$ cat config.mk
export PLATFORM = sky130hd
export DESIGN_NAME = pin_entry_unit_flat
export DESIGN_NICKNAME = d
export VERILOG_FILES = /design/src/rtl/atm_pkg.sv /design/src/rtl/pin_entry_unit_if.sv /design/src/rtl/pin_digit_buffer.sv /design/src/rtl/pin_entry_unit.sv /design/src/flat_wrapper.sv
export SDC_FILE = /design/constraint.sdc
export NUM_CORES = 1
export LEC_CHECK = 0
export ABC_AREA = 1
export ABC_CLOCK_PERIOD_IN_PS = 1320
export CORE_MARGIN = 1.5
export CORE_UTILIZATION = 50
export CTS_CLUSTER_SIZE = 12
export DETAILED_ROUTE_END_ITERATION = 12
export PLACE_DENSITY = 0.73
export SYNTH_ARGS = -nofsm -noshare
export SYNTH_HDL_FRONTEND = slang
export SYNTH_SLANG_ARGS = --single-unit
export TNS_END_PERCENT = 100
$ cat constraint.sdc
create_clock -name clk -period 1.32 [get_ports clk]
set_input_delay 0.132 -clock clk [delete_from_list [all_inputs] [get_ports clk]]
set_output_delay 0.132 -clock clk [all_outputs]
set_load 0.05 [all_outputs]
$ cat src/rtl/atm_pkg.sv
// Shared ATM definitions: keypad codes, PIN sizing and the state encodings of
// the PIN entry stage and the downstream session controller.
package atm_pkg;

   localparam int DIGIT_W        = 4;
   localparam int PIN_DIGITS_DEF = 4;
   localparam int PIN_W          = DIGIT_W * PIN_DIGITS_DEF;

   localparam logic [3:0] KEY_CLEAR  = 4'hA;
   localparam logic [3:0] KEY_ENTER  = 4'hB;
   localparam logic [3:0] KEY_CANCEL = 4'hC;

   typedef enum logic [2:0] {
      PE_IDLE,
      PE_COLLECT,
      PE_COMPARE,
      PE_REPORT,
      PE_WAIT_REMOVE
   } pe_state_t;

   typedef enum logic [2:0] {
      ATM_IDLE,
      ATM_READ_CARD,
      ATM_PIN,
      ATM_MENU,
      ATM_DISPENSE,
      ATM_EJECT
   } atm_state_t;

   function automatic logic is_digit(input logic [3:0] k);
      return k <= 4'd9;
   endfunction

endpackage

$ cat src/rtl/pin_entry_unit_if.sv
// Keypad/card inputs and verdict/status outputs of the PIN entry stage.
interface pin_entry_unit_if;
   logic       card_inserted;
   logic       key_valid;
   logic [3:0] key_code;
   logic       pin_entered;
   logic       pin_correct;
   logic       pin_retry;
   logic [3:0] digit_count;
   logic [1:0] attempts_left;
   logic       locked;
   logic       busy;

   modport master (
      output card_inserted, key_valid, key_code,
      input  pin_entered, pin_correct, pin_retry, digit_count, attempts_left, locked, busy
   );

   modport slave (
      input  card_inserted, key_valid, key_code,
      output pin_entered, pin_correct, pin_retry, digit_count, attempts_left, locked, busy
   );
endinterface

$ cat src/rtl/pin_digit_buffer.sv
// BCD digit shift register with fill count; first digit ends up in the top nibble.
module pin_digit_buffer
   import atm_pkg::*;
#(
   parameter int PIN_DIGITS = 4
) (
   input  logic                          clk,
   input  logic                          reset_n,
   input  logic                          clear,
   input  logic                          load,
   input  logic [DIGIT_W-1:0]            digit,
   output logic [DIGIT_W*PIN_DIGITS-1:0] pin,
   output logic [3:0]                    count,
   output logic                          full
);

   localparam int W = DIGIT_W * PIN_DIGITS;

   assign full = (count == 4'(PIN_DIGITS));

   // clear wins over load; loads past a full buffer are dropped
   always_ff @(posedge clk or negedge reset_n) begin
      if (!reset_n) begin
         pin   <= '0;
         count <= '0;
      end else if (clear) begin
         pin   <= '0;
         count <= '0;
      end else if (load && !full) begin
         pin   <= (pin << DIGIT_W) | W'(digit);
         count <= count + 4'd1;
      end
   end

endmodule

$ cat src/rtl/pin_entry_unit.sv
// Per-session PIN collection, comparison against STORED_PIN, retry accounting
// and sticky lockout; produces one verdict pulse per card session.
module pin_entry_unit
   import atm_pkg::*;
#(
   parameter int                            PIN_DIGITS     = 4,
   parameter int                            MAX_TRIES      = 3,
   parameter int                            TIMEOUT_CYCLES = 1000,
   parameter logic [DIGIT_W*PIN_DIGITS-1:0] STORED_PIN     = 16'h1234
) (
   input  logic             clk,
   input  logic             reset_n,
   pin_entry_unit_if.slave  bus
);

   localparam int         TW    = (TIMEOUT_CYCLES > 1) ? $clog2(TIMEOUT_CYCLES) : 1;
   localparam logic [TW-1:0] TMAX = TW'(TIMEOUT_CYCLES - 1);
   localparam logic [1:0] MAX_A = 2'(MAX_TRIES);

   pe_state_t                     state;
   logic [TW-1:0]                 timer;
   logic [1:0]                    att;
   logic                          pin_entered_r, pin_correct_r, pin_retry_r, locked_r, busy_r;
   logic                          buf_clr, buf_load, buf_full;
   logic [DIGIT_W*PIN_DIGITS-1:0] buf_pin;
   logic [3:0]                    buf_cnt;
   logic                          card, kv, match;
   logic [3:0]                    key;

   assign card  = bus.card_inserted;
   assign kv    = bus.key_valid;
   assign key   = bus.key_code;
   assign match = (buf_pin == STORED_PIN);

   always_comb begin
      buf_clr  = 1'b0;
      buf_load = 1'b0;
      case (state)
         PE_IDLE:    buf_clr = card;
         PE_COLLECT: begin
            buf_clr  = !card || (kv && key == KEY_CLEAR);
            buf_load = card && kv && is_digit(key);
         end
         PE_COMPARE: buf_clr = !card || (!match && att > 2'd1);
         default:    ;
      endcase
   end

   pin_digit_buffer #(.PIN_DIGITS(PIN_DIGITS)) u_buf (
      .clk     (clk),
      .reset_n (reset_n),
      .clear   (buf_clr),
      .load    (buf_load),
      .digit   (key),
      .pin     (buf_pin),
      .count   (buf_cnt),
      .full    (buf_full)
   );

   always_ff @(posedge clk or negedge reset_n) begin
      if (!reset_n) begin
         state         <= PE_IDLE;
         timer         <= '0;
         att           <= MAX_A;
         pin_entered_r <= 1'b0;
         pin_correct_r <= 1'b0;
         pin_retry_r   <= 1'b0;
         locked_r      <= 1'b0;
         busy_r        <= 1'b0;
      end else begin
         pin_entered_r <= 1'b0;
         pin_retry_r   <= 1'b0;
         case (state)
            PE_IDLE: begin
               if (card) begin
                  if (locked_r) begin
                     state         <= PE_REPORT;
                     pin_entered_r <= 1'b1;
                     pin_correct_r <= 1'b0;
                  end else begin
                     state         <= PE_COLLECT;
                     timer         <= '0;
                     att           <= MAX_A;
                     pin_correct_r <= 1'b0;
                     busy_r        <= 1'b1;
                  end
               end
            end
            PE_COLLECT: begin
               if (!card) begin
                  state  <= PE_IDLE;
                  busy_r <= 1'b0;
               end else if (kv) begin
                  timer <= '0;
                  if (key == KEY_CANCEL) begin
                     state         <= PE_REPORT;
                     pin_entered_r <= 1'b1;
                     pin_correct_r <= 1'b0;
                     busy_r        <= 1'b0;
                  end else if (key == KEY_ENTER && buf_full) begin
                     state <= PE_COMPARE;
                  end
               end else if (timer == TMAX) begin
                  state         <= PE_REPORT;
                  pin_entered_r <= 1'b1;
                  pin_correct_r <= 1'b0;
                  busy_r        <= 1'b0;
               end else begin
                  // leaving at TMAX keeps the timer from ever wrapping
                  timer <= timer + 1'b1;
               end
            end
            PE_COMPARE: begin
               if (!card) begin
                  state  <= PE_IDLE;
                  busy_r <= 1'b0;
               end else if (match) begin
                  state         <= PE_REPORT;
                  pin_entered_r <= 1'b1;
                  pin_correct_r <= 1'b1;
                  busy_r        <= 1'b0;
               end else if (att > 2'd1) begin
                  state       <= PE_COLLECT;
                  att         <= att - 2'd1;
                  pin_retry_r <= 1'b1;
                  timer       <= '0;
               end else begin
                  state         <= PE_REPORT;
                  att           <= 2'd0;
                  locked_r      <= 1'b1;
                  pin_entered_r <= 1'b1;
                  pin_correct_r <= 1'b0;
                  busy_r        <= 1'b0;
               end
            end
            PE_REPORT:      state <= PE_WAIT_REMOVE;
            PE_WAIT_REMOVE: if (!card) state <= PE_IDLE;
            default:        state <= PE_IDLE;
         endcase
      end
   end

   assign bus.pin_entered   = pin_entered_r;
   assign bus.pin_correct   = pin_correct_r;
   assign bus.pin_retry     = pin_retry_r;
   assign bus.digit_count   = buf_cnt;
   assign bus.attempts_left = att;
   assign bus.locked        = locked_r;
   assign bus.busy          = busy_r;

endmodule

$ cat src/flat_wrapper.sv
// flat-port wrapper written by rule: the top's interface ports become plain ports
module pin_entry_unit_flat import atm_pkg::*;
#(
   parameter int                            PIN_DIGITS     = 4,
   parameter int                            MAX_TRIES      = 3,
   parameter int                            TIMEOUT_CYCLES = 1000,
   parameter logic [DIGIT_W*PIN_DIGITS-1:0] STORED_PIN     = 16'h1234
)
  (clk, reset_n, bus_card_inserted, bus_key_valid, bus_key_code, bus_pin_entered, bus_pin_correct, bus_pin_retry, bus_digit_count, bus_attempts_left, bus_locked, bus_busy);
  pin_entry_unit_if bus_i ();
  input  logic clk;
  input  logic reset_n;
  input wire logic [$bits(bus_i.card_inserted)-1:0] bus_card_inserted;
  input wire logic [$bits(bus_i.key_valid)-1:0] bus_key_valid;
  input wire logic [$bits(bus_i.key_code)-1:0] bus_key_code;
  output wire logic [$bits(bus_i.pin_entered)-1:0] bus_pin_entered;
  output wire logic [$bits(bus_i.pin_correct)-1:0] bus_pin_correct;
  output wire logic [$bits(bus_i.pin_retry)-1:0] bus_pin_retry;
  output wire logic [$bits(bus_i.digit_count)-1:0] bus_digit_count;
  output wire logic [$bits(bus_i.attempts_left)-1:0] bus_attempts_left;
  output wire logic [$bits(bus_i.locked)-1:0] bus_locked;
  output wire logic [$bits(bus_i.busy)-1:0] bus_busy;
  assign bus_i.card_inserted = bus_card_inserted;
  assign bus_i.key_valid = bus_key_valid;
  assign bus_i.key_code = bus_key_code;
  assign bus_pin_entered = bus_i.pin_entered;
  assign bus_pin_correct = bus_i.pin_correct;
  assign bus_pin_retry = bus_i.pin_retry;
  assign bus_digit_count = bus_i.digit_count;
  assign bus_attempts_left = bus_i.attempts_left;
  assign bus_locked = bus_i.locked;
  assign bus_busy = bus_i.busy;
  pin_entry_unit #(.PIN_DIGITS(PIN_DIGITS), .MAX_TRIES(MAX_TRIES), .TIMEOUT_CYCLES(TIMEOUT_CYCLES), .STORED_PIN(STORED_PIN)) u_core (.clk(clk), .reset_n(reset_n), .bus(bus_i));
endmodule
# Word level (Yosys, flattened, before mapping)
# Index checks and enable logic that the tools add are counted.
dict set report word_totals {
  reg_bits 40
  input_bits 8
  out_inout_bits 11
}
dict set report classes {
  addsub 3
  n_lt_le_gt_ge 2
  n_eq_ne 25
  n_mux 62
  n_bitwise 3
  n_reduce_logical 21
}
# operator n
set ops {}
lappend ops {{2-to-1 mux 10 bit} 8}
lappend ops {{2-to-1 mux 16 bit} 2}
lappend ops {{one-hot mux 10 bit (3 select lines)} 1}
lappend ops {{2-to-1 mux 1 bit} 27}
lappend ops {{2-to-1 mux 3 bit} 9}
lappend ops {{equality test 16 x 13 -> 1 bit (second input constant)} 1}
lappend ops {{OR 16 x 4 -> 16 bit} 1}
lappend ops {{one-hot mux 3 bit (5 select lines)} 1}
lappend ops {{2-to-1 mux 2 bit} 7}
lappend ops {{equality test 4 bit (second input constant)} 3}
lappend ops {{!= test 2 bit (second input constant)} 6}
lappend ops {{!= test 4 x 3 -> 1 bit (second input constant)} 3}
lappend ops {{one-hot mux 1 bit (3 select lines)} 4}
lappend ops {{adder 10 x 1 -> 10 bit (second input constant)} 1}
lappend ops {{equality test 10 bit (second input constant)} 1}
lappend ops {{!= test 3 x 2 -> 1 bit (second input constant)} 3}
lappend ops {{2-to-1 mux 4 bit} 2}
lappend ops {{AND reduction 4 bit} 2}
lappend ops {{AND reduction 8 bit} 1}
lappend ops {{AND reduction 7 bit} 1}
lappend ops {{equality test 3 x 2 -> 1 bit (second input constant)} 2}
lappend ops {{logical AND 1 bit} 6}
lappend ops {{AND reduction 6 bit} 1}
lappend ops {{!= test 5 x 3 -> 1 bit (second input constant)} 1}
lappend ops {{other kinds (17)} 22}

# Logic depth before layout (Yosys ltp)
# Gate-level depths: netlist of run 1.
dict set report logic_depth {
  depth_word 7
  ltp_mapped 11
}

# Hierarchy
# Synthesis of run 1 repeated with hierarchy kept, for this count alone.
dict set report unflattened {
  hier_cells 318
  area_unflattened_um2 2333.5
}
# mod instances cells_per_inst area_per_inst_um2
set modules_own_cells {}
lappend modules_own_cells {pin_entry_unit 1 213 1422.6}
lappend modules_own_cells {pin_digit_buffer 1 105 910.9}

# Worst setup path after synthesis of run 1
# OpenSTA, ideal clock, no wires.
dict set report synth_timing {
  path_type {register to register}
  start {register u_core.u_buf.count[0]}
  end {register u_core.u_buf.count[3]}
  setup_ns 0.115
  arrival_ns 1.731
  required_ns 1.205
  slack_ns -0.526
  path_stages_with_launch 10
  n_path_buf 1
  path_cell_list {dfrtp_1 inv_1 ha_1 nand3_1 inv_1 nor3_2 buf_2 nand3_1 nand2_1 nor2_1}
}
dict set report synth_between {
  elab_chain_cells 4
}
# item line_no
set synth_rtl {}
lappend synth_rtl {{start, declared} pin_digit_buffer.sv:13} ;# output logic [3:0] count,
lappend synth_rtl {{start signal, assigned} pin_digit_buffer.sv:31} ;# count <= count + 4'd1;
lappend synth_rtl {{parallel branches: the longest is 4 deep, another holds adder 4 x 1 -> 4 bit} n/a}
# Parallel ways; which one is timed is not known. The select of a mux whose other input is x is not followed.
# A chain may end at the register's enable or synchronous reset.

# Final worst setup path of run 1
dict set report layout_timing {
  start {input bus_key_code[0]}
  end {register u_core.pin_correct_r, in the netlist u_core.bus.pin_correct}
}
dict set report layout_between {
  elab_chain_cells 3
}
# item line_no
set layout_rtl {}
lappend layout_rtl {{start, declared} flat_wrapper.sv:15} ;# input wire logic [$bits(bus_i.key_code)-1:0] bus_key_code;
lappend layout_rtl {{equality test 4 bit} pin_entry_unit.sv:95} ;# if (key == KEY_CANCEL) begin
lappend layout_rtl {{!= test 3 x 2 -> 1 bit (no source line)} n/a}
lappend layout_rtl {{AND reduction 7 bit (no source line)} n/a}
lappend layout_rtl {{end signal, assigned} pin_entry_unit.sv:98} ;# pin_correct_r <= 1'b0;
lappend layout_rtl {{end signal, assigned} pin_entry_unit.sv:106} ;# pin_correct_r <= 1'b0;
lappend layout_rtl {{end signal, assigned} pin_entry_unit.sv:120} ;# pin_correct_r <= 1'b1;
lappend layout_rtl {{end, declared} pin_entry_unit.sv:23} ;# logic pin_entered_r, pin_correct_r, pin_retry_r, locked_r, busy_r;
# Every way passes these cells.

==> flow_results.xml, run 1 <==
<?xml version="1.0" encoding="UTF-8"?>
<metrics>
  <group name="run_status">
    <metric name="status" unit="">complete, but fails checks</metric>
    <metric name="violations" unit="">setup timing</metric>
  </group>
  <group name="worst_setup_path">
    <metric name="crit_path_cell_trace" unit="">clkdlybuf4s50_1, inv_1, nand2_1, o21ai_0, nand2_1, o21ai_2, nand3_1, nand2_1, nand2_1</metric>
    <metric name="worstPathMaxFanout" unit="">3</metric>
    <metric name="cp_max_stage_cell" unit="">sky130_fd_sc_hd__o21ai_0</metric>
    <metric name="cp.required" unit="ns">1.50</metric>
    <metric name="cpMostUsedCell" unit="">sky130_fd_sc_hd__nand2_1</metric>
    <metric name="timing.critical_path.slowest_cell_delay" unit="ns">0.52</metric>
    <metric name="end_kind" unit="">flop</metric>
    <metric name="timing_worst_setup_path_type" unit="">input pin to flop</metric>
    <metric name="arrival_time_of_data_at_the_critical_path_endpoint" unit="ns">2.02</metric>
    <metric name="timing.critical_path.from_type" unit="">input pin</metric>
  </group>
  <group name="place">
    <metric name="dpl_cell_area" unit="µm²">3380</metric>
    <metric name="routabilityCongestion" unit="">0.864</metric>
    <metric name="place.port_buffers" unit="">18</metric>
    <metric name="detailed_place_hpwl" unit="µm">4660</metric>
  </group>
  <group name="yosys">
    <metric name="synth_sequential_area_ratio" unit="%">41.6</metric>
    <metric name="asyncSetResetFlopFracSynth" unit="%">100</metric>
    <metric name="synth_top_cells_by_area" unit="">sky130_fd_sc_hd__dfrtp_1 39%, sky130_fd_sc_hd__nand2_1 19%, sky130_fd_sc_hd__nor2_1 8.4%</metric>
    <metric name="synth_compound_gate_area_share" unit="%">5.45</metric>
    <metric name="synthSimpleGateAreaFrac" unit="%">40.0</metric>
    <metric name="synth-edff-count" unit="">0</metric>
    <metric name="synth-main-ff-cell" unit="">sky130_fd_sc_hd__dfrtp_1</metric>
    <metric name="syn-cell-area" unit="µm²">2410</metric>
    <metric name="yosys.area.top_type_share" unit="%">39.4</metric>
    <metric name="yosys.area_share.adder" unit="%">1.56</metric>
    <metric name="ys_types" unit="">32</metric>
    <metric name="syn-num-nets" unit="">366</metric>
    <metric name="postSynthCellCount" unit="">355</metric>
    <metric name="synth_top_family_by_area" unit="">simple AND/OR/NAND/NOR gates</metric>
    <metric name="yosys-mux-area-fraction" unit="%">0</metric>
    <metric name="avgSynthCellArea" unit="µm²">6.79</metric>
    <metric name="synth_xor_xnor_area_share" unit="%">0.363</metric>
    <metric name="ys_seq_elements" unit="">40</metric>
    <metric name="synth-warning-count" unit="">0</metric>
    <metric name="leading_area_contributor_after_synthesis" unit="">sky130_fd_sc_hd__dfrtp_1</metric>
  </group>
  <group name="clock_tree">
    <metric name="h-tree-depth" unit="">2</metric>
    <metric name="tritoncts_buffer_count" unit="">5</metric>
    <metric name="clk-insertion-delay-late" unit="ns">0.30</metric>
    <metric name="bufs_on_longest_clock_path" unit="">2</metric>
    <metric name="clock-sinks" unit="">40</metric>
    <metric name="tritoncts_clock_tree" unit="">done</metric>
    <metric name="ctsRootBufferMaster" unit="">sky130_fd_sc_hd__clkbuf_8</metric>
    <metric name="cts.reportedPaths.clkPinSlew" unit="ns">0.08</metric>
  </group>
  <group name="sta">
    <metric name="clock_skew" unit="ns">0.0118</metric>
    <metric name="timing.fmax" unit="MHz">543</metric>
    <metric name="report.final.slew_viol_count" unit="">0</metric>
    <metric name="setup-violations-final" unit="">40</metric>
    <metric name="setup_total_negative_slack" unit="ns">-15.55</metric>
    <metric name="tightestPinTransition" unit="ns">0.614</metric>
    <metric name="report.final.hold_viol_count" unit="">0</metric>
    <metric name="timing.slew.headroom" unit="%">58.6</metric>
    <metric name="final.setup.worst_slack" unit="ns">-0.522</metric>
    <metric name="rsz0062_at_grt" unit="">true</metric>
    <metric name="post-route-period-util" unit="%">140</metric>
    <metric name="final.min_clock_period" unit="ns">1.84</metric>
  </group>
  <group name="finish">
    <metric name="final_instance_area" unit="µm²">4180</metric>
    <metric name="mostFrequentLayoutCell" unit="">sky130_fd_sc_hd__nand2_1</metric>
    <metric name="layout.nets" unit="">480</metric>
    <metric name="drive_above_1_share" unit="%">44.7</metric>
    <metric name="n_antenna_cell" unit="">0</metric>
    <metric name="layout.cells.most_common_list" unit="">96 x sky130_fd_sc_hd__nand2_1, 68 x sky130_fd_sc_hd__buf_4, 47 x sky130_fd_sc_hd__inv_1</metric>
    <metric name="layout.core_utilization" unit="%">89.2</metric>
    <metric name="syn2layout_area_growth" unit="%">73.5</metric>
  </group>
  <group name="floorplanning">
    <metric name="initial_utilization" unit="%">51.4</metric>
    <metric name="die_area" unit="µm²">5250</metric>
    <metric name="die_y" unit="µm">72.4</metric>
    <metric name="floorplan.die.width" unit="µm">72.4</metric>
    <metric name="placement_rows" unit="">25</metric>
    <metric name="core_footprint" unit="µm²">4690</metric>
    <metric name="ios" unit="">19</metric>
  </group>
  <group name="global_routing">
    <metric name="grt_util_all_layers" unit="%">32.8</metric>
    <metric name="antenna_found_initial" unit="">0</metric>
    <metric name="maximum_number_of_pins_on_one_net_before_global_route_repair" unit="">22</metric>
    <metric name="leftover_overflow_at_the_end_of_global_routing" unit="">0</metric>
    <metric name="first_global_vias" unit="">2825</metric>
    <metric name="grt_first_pass_wirelength" unit="µm">13200</metric>
  </group>
  <group name="power_and_ir_drop">
    <metric name="power-per-cell-area" unit="nW/µm²">1900</metric>
    <metric name="total_power" unit="W">0.00797</metric>
    <metric name="cellLeakagePower" unit="nW">2.00</metric>
    <metric name="peakVddDrop" unit="mV">1.67</metric>
  </group>
  <group name="detailed_routing">
    <metric name="drt_iter0_drc" unit="">605</metric>
    <metric name="ant_nets" unit="">0</metric>
    <metric name="vias_per_cell" unit="">6.43</metric>
    <metric name="first_pass_iters" unit="">7</metric>
    <metric name="drcViolationCount" unit="">0</metric>
    <metric name="vias" unit="">3370</metric>
    <metric name="totalWireLength" unit="µm">11800</metric>
    <metric name="wire_per_inst" unit="µm">22.4</metric>
  </group>
  <group name="hold_path">
    <metric name="hold_path.class" unit="">input pin to async pin</metric>
  </group>
  <group name="flow_run">
    <metric name="max_cap_violations" unit="">0</metric>
  </group>
</metrics>
per-stage QoR:
step	hold WS [ns]	instances	setup slack, ns
detailed placement	0.0586	494	-0.454
CTS	0.279	516	-0.226
global route	0.316	524	-0.519
global placement	0.0563	494	-0.378
finish	0.271	524	-0.522
floorplan	-0.164	355	-0.192
routing by layer:
metal / share of wire [%] / wire length (µm) / global-route usage (%)
met1: 35 / 4160 / 39.1
met2: 45 / 5340 / 56.0
met3: 12 / 1350 / 7.92
met4: 7.8 / 913 / 14.7
met5: 0 / 0 / 0
what timing repair did:
| item | in CTS | in global routing |
|---|---|---|
| hold buffers | 1 | 0 |
| endpoints found under the setup margin | 39 | 40 |
| hold endpoints to repair | 12 | 0 |
| gates cloned | 4 | 4 |
| setup buffers | 9 | 6 |
| gates resized for setup | 41 | 82 |
| pin swaps | 17 | 27 |
area by class of cell:
| cell class | instances | area [µm²] |
|---|---|---|
| inverters | 54 | 205 |
| clock inverters | 3 | 42.5 |
| repair buffers | 112 | 1190 |
| clock buffers | 5 | 68.8 |
| fillers | 182 | 508 |
| flip-flops and latches | 40 | 1010 |
| multi-input cells | 256 | 1590 |
| well taps | 54 | 67.6 |
power breakdown:
part	leakage (nW)	switching (W)	internal, W
combinational	1.41	0.00300	0.00233
clock	0.0541	0.000462	0.000560
sequential	0.532	0.000187	0.00143
total	2.00	0.00365	0.00431
final timing paths:
path / start / end / slack [ns] / cells after the start
max: bus_key_code[0] / u_core.bus.pin_correct / -0.52 / 9
min: reset_n / u_core.u_buf.count[3] / 0.27 / 2
max reg2reg: u_core.u_buf.pin[3] / u_core.u_buf.pin[4] / -0.47 / 10
min reg2reg: u_core.bus.attempts_left[0] / u_core.bus.attempts_left[0] / 0.57 / 2
max in group asynchronous: reset_n / u_core.bus.attempts_left[0] / 0.51 / 3
min in group clk: bus_key_valid / u_core.bus.pin_entered / 0.45 / 5
sequential cells by signal, summed over array words and instances, names as in the netlist:
register	count
u_core.bus.locked	1
u_core.timer	10
u_core.bus.attempts_left	2
u_core.bus.pin_entered	1
u_core.state	3
u_core.u_buf.count	4
u_core.bus.busy	1
u_core.bus.pin_correct	1
u_core.bus.pin_retry	1
u_core.u_buf.pin	16
worst max-delay path: cells and delay by family:
family	cells	cell delay, ns
AND/OR/NAND/NOR	5	0.59
buffers and inverters	2	0.63
AO/OA/AOI/OAI	2	0.66
cell families after synthesis:
family	count (synthesis)
AO/OA/AOI/OAI	23
XOR/XNOR	1
buffers and inverters	62
adder cells (fa/ha/maj)	3
flip-flops	40
AND/OR/NAND/NOR	226
synth_stat cells, types with 3 or more instances:
master,instances
sky130_fd_sc_hd__buf_2,3
sky130_fd_sc_hd__buf_6,3
sky130_fd_sc_hd__dfrtp_1,38
sky130_fd_sc_hd__ha_1,3
sky130_fd_sc_hd__inv_1,53
sky130_fd_sc_hd__nand2_1,121
sky130_fd_sc_hd__nand2_2,3
sky130_fd_sc_hd__nand3_1,24
sky130_fd_sc_hd__nand3b_1,3
sky130_fd_sc_hd__nand4_1,7
sky130_fd_sc_hd__nor2_1,54
sky130_fd_sc_hd__nor2_2,3
sky130_fd_sc_hd__nor3_1,4
sky130_fd_sc_hd__o21ai_0,11
sky130_fd_sc_hd__o21ai_1,3
Power figures use the tool's default switching activity.
==> run 2, diff against run 1 <==
--- a/config.mk
+++ b/config.mk
@@ -7,10 +7,12 @@
 export LEC_CHECK = 0
 export ABC_AREA = 1
 export ABC_CLOCK_PERIOD_IN_PS = 1320
+export CAP_MARGIN = 20
 export CORE_MARGIN = 1.5
 export CORE_UTILIZATION = 50
 export CTS_CLUSTER_SIZE = 12
 export DETAILED_ROUTE_END_ITERATION = 12
+export HOLD_SLACK_MARGIN = 0.02
 export PLACE_DENSITY = 0.73
 export SYNTH_ARGS = -nofsm -noshare
 export SYNTH_HDL_FRONTEND = slang
==> constraint.sdc (replaced) <==
create_clock -name clk -period 1.32 [get_ports clk]
set_input_delay 0.264 -clock clk [delete_from_list [all_inputs] [get_ports clk]]
set_output_delay 0.264 -clock clk [all_outputs]
set_load 0.05 [all_outputs]
==> flow_results.xml, run 2 (synthesis gave the netlist of run 1 again) <==
<?xml version="1.0" encoding="UTF-8"?>
<metrics>
  <group name="worst_setup_path">
    <metric name="timing_worst_setup_path_type" unit="">input pin to flop</metric>
    <metric name="end_kind" unit="">flop</metric>
    <metric name="worstPathMaxFanout" unit="">11</metric>
    <metric name="setup.worst_path.start" unit="">bus_key_code[2]</metric>
    <metric name="arrival_time_of_data_at_the_critical_path_endpoint" unit="ns">2.00</metric>
    <metric name="crit-reg2reg-launch" unit="">u_core.state[1]</metric>
    <metric name="cp.required" unit="ns">1.55</metric>
    <metric name="timing.critical_path.from_type" unit="">input pin</metric>
  </group>
  <group name="detailed_routing">
    <metric name="ant_nets" unit="">0</metric>
    <metric name="totalWireLength" unit="µm">8840</metric>
    <metric name="first_pass_iters" unit="">11</metric>
    <metric name="wire_per_inst" unit="µm">17.1</metric>
    <metric name="drt_iter0_drc" unit="">314</metric>
    <metric name="vias" unit="">2969</metric>
    <metric name="drcViolationCount" unit="">2</metric>
    <metric name="vias_per_cell" unit="">5.75</metric>
  </group>
  <group name="clock_tree">
    <metric name="bufs_on_longest_clock_path" unit="">2</metric>
    <metric name="cts.reportedPaths.clkPinSlew" unit="ns">0.08</metric>
    <metric name="h-tree-depth" unit="">2</metric>
    <metric name="tritoncts_buffer_count" unit="">5</metric>
    <metric name="clock-sinks" unit="">40</metric>
    <metric name="tritoncts_clock_tree" unit="">done</metric>
    <metric name="ctsRootBufferMaster" unit="">sky130_fd_sc_hd__clkbuf_8</metric>
    <metric name="clk-insertion-delay-late" unit="ns">0.31</metric>
  </group>
  <group name="finish">
    <metric name="final_instance_area" unit="µm²">3830</metric>
    <metric name="largest_register" unit="">u_core.u_buf.pin</metric>
    <metric name="layout.nets" unit="">472</metric>
    <metric name="largest_register_ff_count" unit="">16</metric>
    <metric name="syn2layout_area_growth" unit="%">58.9</metric>
    <metric name="layout.cells.most_common_list" unit="">100 x sky130_fd_sc_hd__nand2_1, 75 x sky130_fd_sc_hd__buf_4, 47 x sky130_fd_sc_hd__inv_1</metric>
    <metric name="mostFrequentLayoutCell" unit="">sky130_fd_sc_hd__nand2_1</metric>
    <metric name="drive_above_1_share" unit="%">37.9</metric>
    <metric name="largestRegisters" unit="">u_core.u_buf.pin (16), u_core.timer (10), u_core.u_buf.count (4)</metric>
    <metric name="n_antenna_cell" unit="">0</metric>
    <metric name="layout.core_utilization" unit="%">81.7</metric>
  </group>
  <group name="floorplanning">
    <metric name="die_area" unit="µm²">5250</metric>
    <metric name="floorplan.die.width" unit="µm">72.4</metric>
    <metric name="die_y" unit="µm">72.4</metric>
    <metric name="placement_rows" unit="">25</metric>
    <metric name="initial_utilization" unit="%">51.4</metric>
    <metric name="ios" unit="">19</metric>
    <metric name="core_footprint" unit="µm²">4690</metric>
  </group>
  <group name="global_routing">
    <metric name="leftover_overflow_at_the_end_of_global_routing" unit="">0</metric>
    <metric name="antenna_found_initial" unit="">0</metric>
    <metric name="grt_util_all_layers" unit="%">29.3</metric>
    <metric name="grt_first_pass_wirelength" unit="µm">11800</metric>
    <metric name="maximum_number_of_pins_on_one_net_before_global_route_repair" unit="">41</metric>
    <metric name="first_global_vias" unit="">2634</metric>
  </group>
  <group name="sta">
    <metric name="final.min_clock_period" unit="ns">1.78</metric>
    <metric name="timing.fmax" unit="MHz">563</metric>
    <metric name="setup_total_negative_slack" unit="ns">-12.60</metric>
    <metric name="rsz0062_at_grt" unit="">true</metric>
    <metric name="report.final.hold_viol_count" unit="">0</metric>
    <metric name="setup-violations-final" unit="">40</metric>
    <metric name="clock_skew" unit="ns">0.00721</metric>
    <metric name="final.setup.worst_slack" unit="ns">-0.456</metric>
    <metric name="post-route-period-util" unit="%">135</metric>
    <metric name="report.final.slew_viol_count" unit="">0</metric>
    <metric name="timing.slew.headroom" unit="%">73.3</metric>
    <metric name="tightestPinTransition" unit="ns">0.397</metric>
  </group>
  <group name="power_and_ir_drop">
    <metric name="power-per-cell-area" unit="nW/µm²">1750</metric>
    <metric name="cellLeakagePower" unit="nW">1.92</metric>
    <metric name="peakVddDrop" unit="mV">1.92</metric>
  </group>
  <group name="flow_run">
    <metric name="max_cap_violations" unit="">0</metric>
  </group>
  <group name="run_status">
    <metric name="violations" unit="">DRC, setup timing</metric>
    <metric name="status" unit="">complete, but fails checks</metric>
  </group>
  <group name="place">
    <metric name="place.port_buffers" unit="">18</metric>
    <metric name="dpl_cell_area" unit="µm²">3370</metric>
    <metric name="routabilityCongestion" unit="">0.868</metric>
    <metric name="detailed_place_hpwl" unit="µm">4560</metric>
  </group>
  <group name="hold_path">
    <metric name="hold_path.class" unit="">input pin to async pin</metric>
  </group>
</metrics>
run 2: cell types whose count changed in the layout (fill, tap and decap cells not counted), moves of 3 or more:
cell and delta:
sky130_fd_sc_hd__nor2_1 +13, sky130_fd_sc_hd__buf_6 -11, sky130_fd_sc_hd__nor2_4 -9, sky130_fd_sc_hd__buf_4 +7
sky130_fd_sc_hd__nand2_1 +4, sky130_fd_sc_hd__nand3_4 -4, sky130_fd_sc_hd__nor2_2 -4, sky130_fd_sc_hd__dlygate4sd2_1 +3
run 2: timing repair:
action,4_1_cts,5_1_grt
pin swaps,8,21
hold buffers,1,0
endpoints found under the setup margin,39,40
gates resized for setup,34,36
buffers inserted,6,4
gates cloned,3,2
hold endpoints to repair,38,0
run 2: per-layer routing:
| layer | routed length, µm | GRT usage (%) | vias up |
|---|---|---|---|
| li1 | - | - | 1316 |
| met4 | 359 | 11.9 | 0 |
| met2 | 4340 | 51.2 | 201 |
| met5 | 0 | 0 | - |
| met3 | 763 | 4.86 | 51 |
| met1 | 3370 | 36.0 | 1401 |
run 2: path summary, 6_finish.rpt:
kind	endpoint	slack, ns	cells after the start
hold / removal	u_core.u_buf.pin[15]	0.46	3
min in group clk	u_core.u_buf.pin[3]	0.46	5
max in group asynchronous	u_core.bus.attempts_left[0]	0.59	3
hold reg to reg	u_core.bus.attempts_left[0]	0.53	2
setup / recovery	u_core.u_buf.pin[4]	-0.46	9
setup reg to reg	u_core.u_buf.pin[4]	-0.43	9
run 2: area by class of cell:
cell class	count	area (µm²)
Clock inverter	2	35.0
Timing Repair Buffer	104	1020
Multi-Input combinational cell	256	1420
Clock buffer	6	72.6
Tap cell	54	67.6
Fill cell	270	861
Sequential cell	40	1010
Inverter	54	208
run 2: critical path, stage by stage:
cell	delay, ns
sky130_fd_sc_hd__clkdlybuf4s50_1	0.44
sky130_fd_sc_hd__nand2_2	0.12
sky130_fd_sc_hd__nand4_1	0.29
sky130_fd_sc_hd__nor3_4	0.34
sky130_fd_sc_hd__buf_6	0.19
sky130_fd_sc_hd__nand2_1	0.08
sky130_fd_sc_hd__nand2_1	0.09
sky130_fd_sc_hd__inv_1	0.06
sky130_fd_sc_hd__nor2_1	0.13
run 2: per-stage QoR:
| stage | total power, W | worst slack [ns] | instances | hold WS, ns |
|---|---|---|---|---|
| finish | 0.00672 | -0.456 | 516 | 0.461 |
| global route | 0.00691 | -0.516 | 516 | 0.513 |
| CTS | 0.00615 | -0.219 | 511 | 0.475 |
| detailed placement | 0.00482 | -0.560 | 493 | 0.253 |
| global placement | 0.00474 | -0.509 | 493 | 0.251 |
| floorplan | 0.00332 | -0.192 | 355 | -0.0316 |
run 2: power by group:
part / leakage (nW) / total [W] / switching [W] / internal, W
sequential: 0.534 / 0.00157 / 0.000148 / 0.00142
clock: 0.0552 / 0.00101 / 0.000450 / 0.000561
combinational: 1.33 / 0.00413 / 0.00236 / 0.00178
total: 1.92 / 0.00672 / 0.00296 / 0.00376
